--- src/rtl/usb_tx.sv ---
// USB 1.1 low-speed transmitter: SYNC, LSB-first bytes with bit stuffing and
// NRZI encoding, then EOP, driven as J/K/SE0 line states with an output enable.
package usb_types_pkg;
  typedef enum logic [1:0] {
    SE0 = 2'b00,
    J   = 2'b01,
    K   = 2'b10
  } d_port_t;
endpackage

module usb_tx
  import usb_types_pkg::*;
#(
  parameter int CLKS_PER_BIT = 4
) (
  input  logic       clk,
  input  logic       reset,
  input  logic       tx_valid,
  input  logic [7:0] tx_data,
  output logic       tx_ready,
  output d_port_t    d,
  output logic       oe,
  output logic       busy
);

  localparam int TW = $clog2(CLKS_PER_BIT);

  typedef enum logic [2:0] {
    IDLE,
    SYNC,
    DATA,
    EOP_SE0,
    EOP_J
  } state_t;

  state_t        state_q, state_d;
  logic [TW-1:0] timer_q, timer_d;
  logic [2:0]    bitCnt_q, bitCnt_d;
  logic [7:0]    shift_q, shift_d;
  logic [2:0]    ones_q, ones_d;
  logic          ready_q, ready_d;
  d_port_t       line_q, line_d;

  logic    bitWrap;
  logic    doEmit;
  logic    emitBit;
  d_port_t toggled;

  assign bitWrap = (timer_q == TW'(CLKS_PER_BIT - 1));
  assign toggled = (line_q == J) ? K : J;

  always_ff @(posedge clk) begin
    if (reset) begin
      state_q  <= IDLE;
      timer_q  <= '0;
      bitCnt_q <= '0;
      shift_q  <= '0;
      ones_q   <= '0;
      ready_q  <= 1'b0;
      line_q   <= J;
    end else begin
      state_q  <= state_d;
      timer_q  <= timer_d;
      bitCnt_q <= bitCnt_d;
      shift_q  <= shift_d;
      ones_q   <= ones_d;
      ready_q  <= ready_d;
      line_q   <= line_d;
    end
  end

  // SYNC is shifted out of the same register as data (0x80, LSB first), so both
  // states share the bit/stuff/byte-boundary logic; shift_q[0] is the bit on the line.
  always_comb begin
    state_d  = state_q;
    timer_d  = '0;
    bitCnt_d = bitCnt_q;
    shift_d  = shift_q;
    ones_d   = ones_q;
    ready_d  = 1'b0;
    line_d   = line_q;
    doEmit   = 1'b0;
    emitBit  = 1'b0;
    if (state_q != IDLE && !bitWrap) begin
      timer_d = timer_q + TW'(1);
    end
    unique case (state_q)
      IDLE: begin
        line_d = J;
        if (tx_valid) begin
          state_d  = SYNC;
          line_d   = K;
          ones_d   = '0;
          shift_d  = 8'h80;
          bitCnt_d = '0;
        end
      end
      SYNC, DATA: begin
        if (bitWrap) begin
          if (ones_q == 3'd6) begin
            line_d = toggled;
            ones_d = '0;
          end else if (bitCnt_q == 3'd7) begin
            bitCnt_d = '0;
            if (tx_valid) begin
              state_d = DATA;
              shift_d = tx_data;
              ready_d = 1'b1;
              doEmit  = 1'b1;
              emitBit = tx_data[0];
            end else begin
              state_d = EOP_SE0;
            end
          end else begin
            shift_d  = shift_q >> 1;
            bitCnt_d = bitCnt_q + 3'd1;
            doEmit   = 1'b1;
            emitBit  = shift_q[1];
          end
        end
      end
      EOP_SE0: begin
        if (bitWrap) begin
          if (bitCnt_q == 3'd1) begin
            state_d = EOP_J;
          end else begin
            bitCnt_d = bitCnt_q + 3'd1;
          end
        end
      end
      EOP_J: begin
        if (bitWrap) begin
          state_d = IDLE;
          line_d  = J;
        end
      end
      default: state_d = IDLE;
    endcase
    // NRZI: a 0 toggles the line and breaks the run of ones, a 1 holds it.
    if (doEmit) begin
      if (emitBit) begin
        ones_d = ones_q + 3'd1;
      end else begin
        ones_d = '0;
        line_d = toggled;
      end
    end
  end

  always_comb begin
    tx_ready = ready_q;
    oe       = (state_q != IDLE);
    busy     = (state_q != IDLE);
    unique case (state_q)
      SYNC, DATA: d = line_q;
      EOP_SE0:    d = SE0;
      default:    d = J;
    endcase
  end

endmodule
--- config.mk ---
export PLATFORM = sky130hd
export DESIGN_NAME = usb_tx
export DESIGN_NICKNAME = d
export VERILOG_FILES = /design/src/rtl/usb_tx.sv
export SDC_FILE = /design/constraint.sdc
export NUM_CORES = 1
export LEC_CHECK = 0
export ABC_CLOCK_PERIOD_IN_PS = 3500
export BUFFER_PORTS_ARGS = -buffer_cell sky130_fd_sc_hd__buf_2
export CAP_MARGIN = 30
export CORE_UTILIZATION = 60
export CTS_BUF_LIST = sky130_fd_sc_hd__clkbuf_4 sky130_fd_sc_hd__clkbuf_8
export DETAILED_ROUTE_END_ITERATION = 16
export GPL_ROUTABILITY_DRIVEN = 0
export PLACE_DENSITY = 0.88
export SLEW_MARGIN = 5
export SYNTH_ARGS = -nofsm -noshare
export SYNTH_HDL_FRONTEND = slang
export SYNTH_SLANG_ARGS = --single-unit
--- constraint.sdc ---
create_clock -name clk -period 3.5 [get_ports clk]
set_input_delay 0.175 -clock clk [delete_from_list [all_inputs] [get_ports clk]]
set_output_delay 0.175 -clock clk [all_outputs]
set_load 0.005 [all_outputs]
Word-level counts from Yosys, hierarchy flattened:

Index checks and enable logic that the tools add are counted.

* register bits: 22
* input port bits: 11
* output and inout port bits: 5
* logic and storage cells: 95

* reductions and logical operators: 14
* multiplexer cells: 46
* bitwise logic cells: 4
* $add $sub $neg: 3
* equal/unequal tests: 21

Operator list (count)
* $mux 3: 17
* $mux 8: 5
* $ne 2x2->1 const B: 8
* $pmux 8 s2: 1
* $mux 2: 7
* $ne 3x3->1 const B: 4
* $pmux 3 s4: 1
* $mux 1: 11
* $eq 3x3->1 const B: 3
* $pmux 3 s3: 1
* $reduce_bool 3->1: 3
* $reduce_and 7->1: 1
* $add 3x1->3 const B: 2
* $eq 3x1->1 const B: 2
* $eq 3x2->1 const B: 2
* $pmux 2 s3: 1
* $pmux 3 s2: 1
* $reduce_and 6->1: 1
* $reduce_and 5->1: 1
* $reduce_or 5->1: 1
* $not 1->1: 4
* $pmux 2 s2: 1
* $reduce_and 4->1: 1
* $reduce_or 2->1: 2
* other kinds (7): 7

Logic depth before layout (Yosys ltp):

Gate-level depths: netlist of run 1.

* word-level depth: 7
* depth in mapped cells: 9
* depth with buffers taken out: 7

Least setup slack after synthesis of run 1:

OpenSTA, ideal clock, no wires.

* path kind: register to register
* start: register ones_q[0]
* end: register shift_q[7]
* buffers on the path: 0
* clock period less this slack: 1772 ps
* path slack: 1728 ps
* required time: 3368 ps
* stages on the path, launching flop included: 8
* arrival time: 1641 ps
* setup time: 132 ps
* path through: dfxtp_1 -> inv_1 -> ha_1 -> and3_1 -> o21a_1 -> or3_4 -> a2111oi_2 -> nor3_1

* longest elaborated chain between the ends: 3

Ends and longest elaborated chain
* start, declared: RTL line 40 `logic [2:0] ones_q, ones_d;`
* start signal, assigned: RTL line 66 `ones_q <= ones_d;`
* $eq 3x3->1: RTL line 100 `if (ones_q == 3'd6) begin`
* $ne 2x2->1 (no source line)
* $reduce_and 5->1 (no source line)
* end signal, assigned: RTL line 65 `shift_q <= shift_d;`
* end, declared: RTL line 39 `logic [7:0] shift_q, shift_d;`

Every way passes these cells.
A chain may end at the register's enable or synchronous reset.

Worst setup path after layout of run 1:

* start: register bitCnt_q[0]
* end: register shift_q[5]

* longest elaborated chain between the ends: 5
* elaborated cells between the ends (all ways): 7
* classes of those cells: 2 x eq/ne; 4 x mux; 1 x reduce/logical

Ends and longest elaborated chain
* start, declared: RTL line 38 `logic [2:0] bitCnt_q, bitCnt_d;`
* start signal, assigned: RTL line 64 `bitCnt_q <= bitCnt_d;`
* $eq 3x3->1 (*): RTL line 103 `end else if (bitCnt_q == 3'd7) begin`
* $mux 8: RTL line 103
* $mux 8: RTL line 100
* $mux 8: RTL line 99 `if (bitWrap) begin`
* $pmux 8 s2: RTL line 87 `unique case (state_q)`

Mark *: on every way between the ends. The rest lies on a longest branch, timed or not. The select of a mux whose other input is x is not followed.

==> impl_metrics.json, run 1 <==
{
  "min_path_type": "primary input to flop",
  "syn-num-nets": 198,
  "root_buffer": "clkbuf_4",
  "ios": 16,
  "core.rowCount": 17,
  "power_uw": 957,
  "wirelength_um": 3300,
  "max_freq_ghz": 0.453,
  "cts_setup_buffers": 0,
  "yosys_most_used_dff": "dfxtp_1",
  "setup_violations": 0,
  "rsz0062_at_grt": "no",
  "critPathLaunchType": "flop",
  "critPathMaxFanout": 18,
  "cts_sinks": 21,
  "hold_violations": 0,
  "synth_cell_types": 48,
  "fin_skew_ps": 2.78,
  "first_global_vias": 1301,
  "initial_core_util": 0.642,
  "syn_to_final_growth_pct": 6.02,
  "die_area_mm2": 0.00259,
  "vias_per_cell": 6.63,
  "setup.worst_path.class": "flop to flop",
  "chipHeight_um": 50.9,
  "maxCapViolations": 0,
  "cts_resized": 0,
  "setup_tns_ps": 0,
  "syn_area_per_cell_um2": 7.92,
  "async_reset_ff_frac": 0,
  "outcome": "finished, final reports clean",
  "ys.warnings.count": 0,
  "core_area_mm2": 0.00223,
  "post-route-period-util": 0.630,
  "grt_pass1_wl_um": 5620,
  "drc": 0,
  "synth-seq-cells": 21,
  "cts.clk_slew.worst_paths_ps": 110,
  "post-dp-hpwl_um": 2290,
  "maxSlewViolCount": 0,
  "grt_max_degree": 26,
  "yosysTopAreaCellShare": 0.293,
  "antenna_found_initial": 0,
  "arrival_ps": 2450,
  "final_nets": 206,
  "netlist_top_cells_area": "dfxtp_1, a21oi_1, ha_1",
  "cp.required_ps": 3750,
  "vias": 1433,
  "antenna_left": 0,
  "clk_latency_ps": 310,
  "synth_area_mm2": 0.00143,
  "portBuffers": 15,
  "power.density_mw_per_mm2": 629,
  "drt_pass1_iterations": 4,
  "hold_buffers": 0,
  "numCtsBuffers": 3,
  "yosys.area.top_type": "dfxtp_1",
  "synth_edf_count": 0,
  "yosysSeqAreaShare": 0.293,
  "avgRoutedWirePerCell_um": 15.3,
  "leakage_uw": 0.000566,
  "tightest_slew_ps": 681,
  "clock_path_buffers": 2,
  "drt_iter0_drc": 59,
  "drive_gt1_frac": 0.186,
  "slew_headroom": 0.546,
  "endpoint_kind": "flop",
  "fp.dieW_um": 50.9,
  "grt_use_total": 0.285,
  "h-tree-depth": 1,
  "diodes": 0,
  "overflow": 0,
  "syn-instance-count": 181,
  "ir_worst_vdd_uv": 370,
  "finalCriticalPeriod_ps": 2210,
  "cts_tree": "yes"
}
-- worst paths after layout --
| path | startpoint | end | slack [ps] | cells after the start |
|---|---|---|---|---|
| setup / recovery | bitCnt_q[0]$_SDFFE_PP0P_ | shift_q[5]$_SDFFE_PP0P_ | 1290 | 7 |
| hold reg to reg | timer_q[0]$_SDFF_PP0_ | timer_q[0]$_SDFF_PP0_ | 450 | 1 |
| setup reg to reg | bitCnt_q[0]$_SDFFE_PP0P_ | shift_q[5]$_SDFFE_PP0P_ | 1290 | 7 |
| hold / removal | tx_data[7] | shift_q[7]$_SDFFE_PP0P_ | 160 | 3 |
-- Yosys cell counts (5+ instances only) --
cell type,n
dfxtp_1,21
a21oi_1,19
nor2_1,14
nand2_1,10
o21ai_0,8
buf_2,7
inv_1,7
ha_1,6
mux2_2,6
nand3_1,6
nand4_1,6
o21ai_1,6
clkbuf_1,5
nand2b_1,5
-- state kept, by name, summed over array words and instances (netlist names) --
| name | flops |
|---|---|
| state_q | 3 |
| ones_q | 3 |
| bitCnt_q | 3 |
| shift_q | 7 |
| timer_q | 2 |
| line_q | 2 |
| tx_ready | 1 |
-- routing by layer --
layer,vias up,routed length [µm],share of wire,GRT usage
met4,0,98,0.030,0.139
met1,662,1450,0.44,0.372
met5,-,0,0,0
met3,15,201,0.061,0.0446
li1,689,-,-,-
met2,67,1550,0.47,0.458
-- critical path, stage by stage, from the launching register on --
cell and delay (ps):
dfxtp_1 410, ha_1 180, ha_1 590, nand2b_1 150, a21oi_1 220, o22a_1 340
o21ai_1 110, a21oi_1 130
-- metrics by stage --
step / instance area [µm²] / setup WS [ps] / util / std cells / hold WS [ps]
final: 1520 / 1290 / 0.681 / 216 / 159
after global routing: 1520 / 1090 / 0.681 / 216 / 203
after CTS: 1520 / 1290 / 0.681 / 216 / 154
after detailed placement: 1490 / 1290 / 0.667 / 212 / 438
after global placement: 1490 / 1470 / 0.667 / 212 / 415
after floorplan: 1430 / 1730 / - / 181 / 366
-- final cells by class --
type | instances | area, µm²
sequential | 21 | 420
fill | 193 | 713
inverter | 10 | 37.5
timing repair buffer | 16 | 82.6
clock buffer | 4 | 30.0
tap | 28 | 35.0
multi-input combinational | 137 | 915
-- logic make-up after synthesis --
group,share of synthesized area
buffers and inverters,0.0689
AOI/OAI and AO/OA,0.278
adders and majority gates,0.0593
and+or+nand+nor,0.232
muxes,0.0689
DFF,0.293
-- where the power goes --
part | switching (µW) | total, µW | internal (µW)
Combinational | 288 | 488 | 200
Sequential | 64.2 | 342 | 278
Clock | 74.4 | 127 | 52.3
Total | 426 | 957 | 530
-- placed cells by master (no fill, tap or decap), types with 4 or more instances in the layout --
cell type,count
dfxtp_1,21
a21oi_1,19
buf_2,15
nor2_1,14
nand2_1,10
o21ai_0,8
inv_1,7
nand3_1,6
o21ai_1,6
mux2_2,6
nand4_1,6
ha_1,6
nand2b_1,5
nor3_1,4
clkbuf_4,4
(Power assumes the default switching activity.)
==> inputs of run 2 (changes only) <==
--- a/config.mk
+++ b/config.mk
@@ -5,7 +5,7 @@
 export SDC_FILE = /design/constraint.sdc
 export NUM_CORES = 1
 export LEC_CHECK = 0
-export ABC_CLOCK_PERIOD_IN_PS = 3500
+export ABC_CLOCK_PERIOD_IN_PS = 2300
 export BUFFER_PORTS_ARGS = -buffer_cell sky130_fd_sc_hd__buf_2
 export CAP_MARGIN = 30
 export CORE_UTILIZATION = 60
==> constraint.sdc (replaced) <==
create_clock -name clk -period 2.3 [get_ports clk]
set_input_delay 0.115 -clock clk [delete_from_list [all_inputs] [get_ports clk]]
set_output_delay 0.115 -clock clk [all_outputs]
set_load 0.005 [all_outputs]
==> run 2 against run 1 <==
Non-clock buffer count is 2 higher. Sequential share of layout area decreased by 0.23 points. Sequential power is 52% higher. Count of clock-buffer cells in the layout decreased by 1. Flip-flop and latch count is the same. Combinational power is 54% higher. Power up 53%. Clock power is 46% higher. Utilization up 0.56 points. Setup slack got worse by 1000 ps. Die area did not move. Via count down 1.3%. Largest cell class unchanged.
==> impl_metrics.json, run 2 (synthesis gave the netlist of run 1 again) <==
{
  "outcome": "finished, final reports clean",
  "clk_latency_ps": 310,
  "cts_tree": "yes",
  "h-tree-depth": 1,
  "drt_iter0_drc": 63,
  "grt_use_total": 0.292,
  "core.rowCount": 17,
  "multi_input_area_um2": 915,
  "critPathLaunch": "bitCnt_q[0]$_SDFFE_PP0P_",
  "path_cells": "ha_1 > ha_1 > nand2b_1 > a21oi_1 > o22ai_1 > nand4_1 > a21oi_1",
  "finalWorstSetupSlack_ps": 252,
  "cp.required_ps": 2540,
  "instances_no_fill": 218,
  "chipHeight_um": 50.9,
  "crit_slowest_cell": "o22ai_1",
  "dp.cells": 214,
  "post-dp-hpwl_um": 2350,
  "numCtsBuffers": 3,
  "avgRoutedWirePerCell_um": 15.3,
  "antenna_left": 0,
  "fin_skew_ps": 13.9,
  "fp.dieW_um": 50.9,
  "reg2regPathDepth": 7,
  "portBuffers": 15,
  "clock_path_buffers": 2,
  "drc": 0,
  "tightest_slew_ps": 603,
  "hold_buffers": 0,
  "cts_sinks": 21,
  "hold_violations": 0,
  "vias": 1414,
  "setup_violations": 0,
  "root_buffer": "clkbuf_4",
  "drive_gt1_frac": 0.195,
  "antenna_found_initial": 0,
  "cts_setup_buffers": 0,
  "worst_r2r_endpoint": "shift_q[1]$_SDFFE_PP0P_",
  "ios": 16,
  "core_area_mm2": 0.00223,
  "power_uw": 1460,
  "first_global_vias": 1319,
  "max_flop_register": "shift_q",
  "worst_hold_path.num_cells": 3,
  "power.density_mw_per_mm2": 952,
  "slew_headroom": 0.598,
  "largest_reg_flops": 7,
  "finalCriticalPeriod_ps": 2050,
  "overflow": 0,
  "final_common_cell": "dfxtp_1",
  "leakage_uw": 0.000576,
  "diodes": 0,
  "fill_cells": 192,
  "ir_worst_vdd_uv": 699,
  "setup.worst_path.end": "shift_q[1]$_SDFFE_PP0P_",
  "setup_tns_ps": 0,
  "initial_core_util": 0.642,
  "die_area_mm2": 0.00259,
  "maxSlewViolCount": 0,
  "dpl_worst_slack_ps": 300,
  "wirelength_um": 3330,
  "crit_path_max_incr_delay_ps": 500,
  "grt_max_degree": 26,
  "arrival_ps": 2290,
  "endpoint_kind": "flop",
  "drt_pass1_iterations": 4,
  "min_path_type": "primary input to flop",
  "holdWs_ps": 113,
  "critPathLaunchType": "flop",
  "setup.worst_path.class": "flop to flop",
  "maxCapViolations": 0,
  "post-route-period-util": 0.890,
  "critPathMaxFanout": 13,
  "cts_resized": 0,
  "final_nets": 208,
  "syn_to_final_growth_pct": 6.89,
  "regArea_um2": 420,
  "worstReg2RegStart": "bitCnt_q[0]$_SDFFE_PP0P_",
  "r2r_slack_ps": 250,
  "final_cell_mix": "dfxtp_1, a21oi_1, buf_2, nor2_1, nand2_1",
  "vias_per_cell": 6.49,
  "grt_pass1_wl_um": 5830,
  "cts.clk_slew.worst_paths_ps": 120,
  "max_freq_ghz": 0.488,
  "rsz0062_at_grt": "no"
}
-- run 2: cell count changes in the layout (fill, tap and decap cells not counted), sizes merged --
cell,previous run,this run
clkbuf,4,3
buf,16,18
clkinv,0,1
-- run 2: critical path: cells and delay by family (launching register included) --
kind            cells  cell delay, ps
compound gates      3             760
simple gates        2             320
flops               1             360
fa+ha+maj           2             540
-- run 2: final cells by class --
| cell class | count | area share |
|---|---|---|
| clock inverter | 1 | 0.00327 |
| sequential | 21 | 0.274 |
| inverter | 10 | 0.0245 |
| clock buffer | 3 | 0.0147 |
| multi-input combinational | 137 | 0.597 |
| tap | 28 | 0.0229 |
| timing repair buffer | 18 | 0.0637 |
-- run 2: through the flow --
step / util / instance area [µm²]
4_1_cts: 0.686 / 1530
2_1_floorplan: - / 1430
6_report: 0.686 / 1530
5_1_grt: 0.686 / 1530
3_3_place_gp: 0.674 / 1510
3_5_place_dp: 0.674 / 1510
-- run 2: how the worst min path moves through the flow --
stage / startpoint / to / slack (ps)
after floorplan: tx_data[7] / shift_q[7]$_SDFFE_PP0P_ / 310
after global placement: timer_q[0]$_SDFF_PP0_ / timer_q[0]$_SDFF_PP0_ / 420
after detailed placement: tx_data[7] / shift_q[7]$_SDFFE_PP0P_ / 430
after CTS: tx_data[7] / shift_q[7]$_SDFFE_PP0P_ / 120
after global routing: tx_data[7] / shift_q[7]$_SDFFE_PP0P_ / 160
final: tx_data[7] / shift_q[7]$_SDFFE_PP0P_ / 110
-- run 2: metal layers --
| metal | up-vias | global-route usage | routed length (µm) |
|---|---|---|---|
| li1 | 687 | - | - |
| met1 | 666 | 0.382 | 1440 |
| met2 | 57 | 0.484 | 1620 |
| met3 | 4 | 0.0417 | 231 |
| met4 | 0 | 0.111 | 34 |
| met5 | - | 0 | 0 |
-- run 2: report_power, final --
| part | total (µW) | internal [µW] | switching (µW) |
|---|---|---|---|
| Combinational | 753 | 306 | 448 |
| Sequential | 521 | 423 | 97.4 |
| Clock | 186 | 64.9 | 121 |
